`src/rtl/axis_packet_fifo.sv`:
```
// axis_packet_fifo: store-and-forward AXI4-Stream FIFO feeding the AXIS processor.
// Buffers full beats {tdata, tstrb, tkeep, tlast, tid, tdest, tuser}.
// Optional feature macro: AXIS_PACKET_FIFO_STORE_FWD_EN
//   defined   -> a packet is presented only after its tlast beat is stored;
//                packets longer than DEPTH cut through once the FIFO fills.
//   undefined -> plain FIFO; pkt_count is still maintained.
module axis_packet_fifo #(
    parameter int DEPTH  = 16,
    parameter int ADDR_W = $clog2(DEPTH)
) (
    input  logic              clk,
    input  logic              arst,
    input  logic              s_tvalid,
    output logic              s_tready,
    input  logic [31:0]       s_tdata,
    input  logic [3:0]        s_tstrb,
    input  logic [3:0]        s_tkeep,
    input  logic              s_tlast,
    input  logic [3:0]        s_tid,
    input  logic [3:0]        s_tdest,
    input  logic [3:0]        s_tuser,
    output logic              m_tvalid,
    input  logic              m_tready,
    output logic [31:0]       m_tdata,
    output logic [3:0]        m_tstrb,
    output logic [3:0]        m_tkeep,
    output logic              m_tlast,
    output logic [3:0]        m_tid,
    output logic [3:0]        m_tdest,
    output logic [3:0]        m_tuser,
    output logic [ADDR_W:0]   level,
    output logic [ADDR_W:0]   pkt_count
);

    localparam int              ENTRY_W = 53;
    localparam logic [ADDR_W:0] ONE     = (ADDR_W + 1)'(1);

    logic [ENTRY_W-1:0] mem [DEPTH];
    logic [ENTRY_W-1:0] head;
    logic [ADDR_W:0]    wr_ptr;
    logic [ADDR_W:0]    rd_ptr;
    logic               empty;
    logic               full;
    logic               wr_en;
    logic               rd_en;
    logic               wr_last;
    logic               rd_last;

    assign empty = (wr_ptr == rd_ptr);
    assign full  = (wr_ptr[ADDR_W-1:0] == rd_ptr[ADDR_W-1:0]) &&
                   (wr_ptr[ADDR_W] != rd_ptr[ADDR_W]);

    assign s_tready = !full && !arst;
    assign wr_en    = s_tvalid && s_tready;
    assign rd_en    = m_tvalid && m_tready;
    assign wr_last  = wr_en && s_tlast;
    assign rd_last  = rd_en && m_tlast;

    // Pointer difference wraps naturally in ADDR_W+1 bits, giving 0..DEPTH.
    assign level = wr_ptr - rd_ptr;

    assign head = mem[rd_ptr[ADDR_W-1:0]];
    assign {m_tdata, m_tstrb, m_tkeep, m_tlast, m_tid, m_tdest, m_tuser} = head;

    // Beat storage; contents are not reset, only the pointers are.
    always_ff @(posedge clk) begin
        if (wr_en) begin
            mem[wr_ptr[ADDR_W-1:0]] <= {s_tdata, s_tstrb, s_tkeep, s_tlast,
                                        s_tid, s_tdest, s_tuser};
        end
    end

    // Write and read pointers, MSB acts as the wrap bit.
    always_ff @(posedge clk or posedge arst) begin
        if (arst) begin
            wr_ptr <= '0;
            rd_ptr <= '0;
        end else begin
            if (wr_en) wr_ptr <= wr_ptr + ONE;
            if (rd_en) rd_ptr <= rd_ptr + ONE;
        end
    end

    // Complete packets held: tlast in increments, tlast out decrements.
    always_ff @(posedge clk or posedge arst) begin
        if (arst) begin
            pkt_count <= '0;
        end else if (wr_last && !rd_last) begin
            pkt_count <= pkt_count + ONE;
        end else if (rd_last && !wr_last) begin
            pkt_count <= pkt_count - ONE;
        end
    end

`ifdef AXIS_PACKET_FIFO_STORE_FWD_EN
    logic flush;

    // Oversize escape: once full with no complete packet, the head packet
    // drains cut-through until its tlast beat leaves.
    always_ff @(posedge clk or posedge arst) begin
        if (arst) begin
            flush <= 1'b0;
        end else if (rd_last) begin
            flush <= 1'b0;
        end else if (full && (pkt_count == '0)) begin
            flush <= 1'b1;
        end
    end

    assign m_tvalid = !empty && ((pkt_count != '0) || full || flush);
`else
    assign m_tvalid = !empty;
`endif

endmodule
```
`config.mk`:
```
export PLATFORM = sky130hd
export DESIGN_NAME = axis_packet_fifo
export DESIGN_NICKNAME = d
export VERILOG_FILES = /design/src/rtl/axis_packet_fifo.sv
export SDC_FILE = /design/constraint.sdc
export NUM_CORES = 1
export LEC_CHECK = 0
export ABC_AREA = 0
export CORE_MARGIN = 5
export CORE_UTILIZATION = 50
export CTS_BUF_LIST = sky130_fd_sc_hd__clkbuf_16
export CTS_CLUSTER_SIZE = 14
export DETAILED_ROUTE_END_ITERATION = 16
export HOLD_SLACK_MARGIN = 0.15
export PLACE_DENSITY_LB_ADDON = 0.1
export SYNTH_ARGS = -nofsm -noshare
export SYNTH_HDL_FRONTEND = slang
export SYNTH_SLANG_ARGS = --single-unit
```
`constraint.sdc`:
```
create_clock -name clk -period 17.55 [get_ports clk]
set_clock_uncertainty 0.2 [all_clocks]
set_input_delay 2.6325 -clock clk [delete_from_list [all_inputs] [get_ports clk]]
set_output_delay 2.6325 -clock clk [all_outputs]
set_load 0.1 [all_outputs]
```
==> reports/results.tsv <==
metric	value	unit
Max Slew Vio Count	0	
post-synthesis sequential area ratio	0.789	
Clk network pwr share	0.253	
internal power	4.27	mW
All-Layer GR Usage	0.210	
total wire length	73500	um
Psw	2.79	mW
top cells by count, synth	848 x edfxtp_1, 212 x mux4_2, 104 x a22oi_1	
PostCTS Resize Cnt	0	
CTS tree	done	
area added between synthesis and finish	15.5	%
Congestion Overflow GR	0	
simple-gate share of the synthesized area	0.0123	
Hold Violations, Final	0	
power per cell area	187	nW/um^2
Final nets	1662	
Core Area	64700	um^2
Top FF cell, synth	edfxtp_1	
status	completed	
max cap viols	0	
crit path capture type	output pin	
vias after detailed routing	15200	
port bufs	121	
first-pass detailed-route iteration total	5	
Die H	266	um
largest family of logic cells by synthesized area	multiplexers	
largest net degree at the start of global routing	115	
hold_buf cts	0	
crit share post-route	0.452	
Post-Syn Instances	1419	
Tmin final	7.93	ns
Crit Path Class	reg2out	
Async SR Flop Fraction	0.0174	
DRC	0	
detailed router's first-iteration violation count	1451	
share of the synthesized area in the top cell type	0.778	
fill cell count	4729	
biggest area consumer among synthesized cells	edfxtp_1	
XOR/XNOR share of the synthesized area	0.00428	
crit-path max FO	114	
Yosys cell types	36	
# setup viols final	0	
initial antenna violation count	3	
hpwl dp	34700	um
worst path cell trace	buf_4 > buf_12 > mux4_2 > a22oi_1 > nand2_1 > clkdlybuf4s50_1	
antenna viol nets, final	0	
HP Class	reg2reg	
Starting Density	0.506	
Design Power	7.07	mW
H-tree lvl count	3	
setup_tns	0	ns
Mean Syn Cell Area	23.1	um^2
measured slew at the worst slew-check pin	1.22	ns
number of clock buffers inserted by TritonCTS	89	
Combinational Power Share	0.396	
Post-Syn Nets	1492	
clock sinks	863	
# Post-CTS Setup Buffers	0	
wire per inst	29.2	um
highest clock rate	126	MHz
EDFF count, synth	848	
FF+latch count, synth	863	
DR vias/cell	6.04	
wire length of the first global-routing pass	109000	um
Synth Area in Compound Gates	0.0276	
CTS Buffer Depth	3	
startpoint types	flip-flop	
die area	70700	um^2
CP peak stage delay	1.02	ns
cell with the most instances after synthesis	edfxtp_1	
Reg power frac	0.351	
routability cong.	0.720	
Slew HR	0.183	
share of cells above drive strength 1	0.233	
post-synthesis cell area	32700	um^2
leakage power	12.0	nW
top cells by area, synth	edfxtp_1 78%, mux4_2 15%, a22oi_1 2.4%	
# rows	93	
RSZ-0062 raised after global routing	no	
Clock Latency Late Sink	0.63	ns
switch share	0.395	
Peak VDD IR	209	uV
Req. time, crit path	14.72	ns
clock slew at reported path FFs	0.06	ns
Yosys warnings	0	
vias in the first global route	16200	
Root Buffer	clkbuf_16	
post-synthesis mux area share	0.147	
Synth Area in Adders	0.00657	
Die W	266	um
IO Count	122	
Slowest cell on crit path	clkdlybuf4s50_1	
WP data arrival	5.09	ns
## registers in the layout, indices dropped and copies added, names as in the netlist
register and cells:
mem 848, pkt_count 5, rd_ptr 5, wr_ptr 5
## routing by layer
metal | track usage | vias to the layer above | share of wire
li1 | - | 6389 | -
met1 | 0.300 | 8281 | 0.42
met2 | 0.344 | 430 | 0.50
met3 | 0.0406 | 88 | 0.059
met4 | 0.0462 | 4 | 0.017
met5 | 0 | - | 0.00033
## metrics by stage
| step | std cells | hold WS, ns | worst slack (ns) | cell area [um^2] | util |
|---|---|---|---|---|---|
| after global routing | 2515 | 0.348 | 9.17 | 37800 | 0.585 |
| after detailed placement | 2353 | 0.327 | 10.13 | 35000 | 0.542 |
| after global placement | 2353 | 0.314 | 10.11 | 35000 | 0.542 |
| after CTS | 2515 | 0.335 | 9.40 | 37800 | 0.585 |
| after floorplan | 1419 | 0.298 | 10.02 | 32700 | - |
| final | 2516 | 0.327 | 9.62 | 37800 | 0.585 |
## layout make-up
| type | instances | area, um^2 | share of cell area |
|---|---|---|---|
| antenna | 1 | 2.50 | 0.0000662 |
| sequential | 863 | 25800 | 0.683 |
| clock buffer | 92 | 2300 | 0.0609 |
| timing repair buffer | 152 | 1460 | 0.0385 |
| clock inverter | 70 | 475 | 0.0126 |
| inverter | 15 | 56.3 | 0.00149 |
| tap | 855 | 1070 | 0.0283 |
| multi-input combinational | 468 | 6620 | 0.175 |
## power by group through the flow
stage               combinational (mW)  clock (mW)  sequential (mW)
floorplan                         2.16           0             2.50
global placement                  2.83           0             2.52
detailed placement                2.83           0             2.53
CTS                               2.84        1.83             2.48
global route                      2.94        1.91             2.50
finish                            2.80        1.79             2.48
## worst paths after layout
path                               from      endpoint  slack (ns)  depth (start not counted)
setup / recovery              rd_ptr[0]    m_tkeep[0]        9.62                          6
hold / removal             pkt_count[3]  pkt_count[3]        0.33                          2
setup reg to reg              rd_ptr[0]   mem[10][20]       12.43                          7
hold reg to reg            pkt_count[3]  pkt_count[3]        0.33                          2
max in group asynchronous          arst     rd_ptr[0]       14.42                          2
min in group asynchronous          arst     wr_ptr[4]        2.25                          2
## cell usage in the layout (no fill, tap or decap), drive strengths merged, types with 4 or more instances in the layout
| cell | synthesis | final |
|---|---|---|
| mux2i | 4 | 4 |
| xor2 | 4 | 4 |
| buf | 30 | 31 |
| bufinv | 0 | 5 |
| o21ai | 4 | 4 |
| inv | 15 | 42 |
| clkbuf | 43 | 92 |
| nand2 | 64 | 64 |
| clkdlybuf4s50 | 0 | 121 |
| nor2 | 16 | 16 |
| nor3 | 4 | 4 |
| ha | 14 | 14 |
| a22oi | 104 | 104 |
| mux4 | 212 | 212 |
| xnor2 | 12 | 12 |
| a21oi | 6 | 6 |
| edfxtp | 848 | 848 |
| clkinv | 0 | 37 |
| dfrtp | 15 | 15 |
## critical path, delay by kind of cell (launching register included)
kind | cells | cell delay (ns)
compound gates | 1 | 0.20
buf+inv | 3 | 2.58
simple gates | 1 | 0.19
mux | 1 | 0.60
flops | 1 | 0.76
## cell families (layout without fill, tap and decap cells)
logic type,after synthesis,after routing
AOI/OAI and AO/OA,123,123
xor gates and xnor gates,16,16
adders and majority gates,16,16
buffers and inverters,88,329
DFF,863,863
muxes,216,216
other,0,1
and+or+nand+nor,97,97
Note: power is estimated with default switching activity, not from simulation.
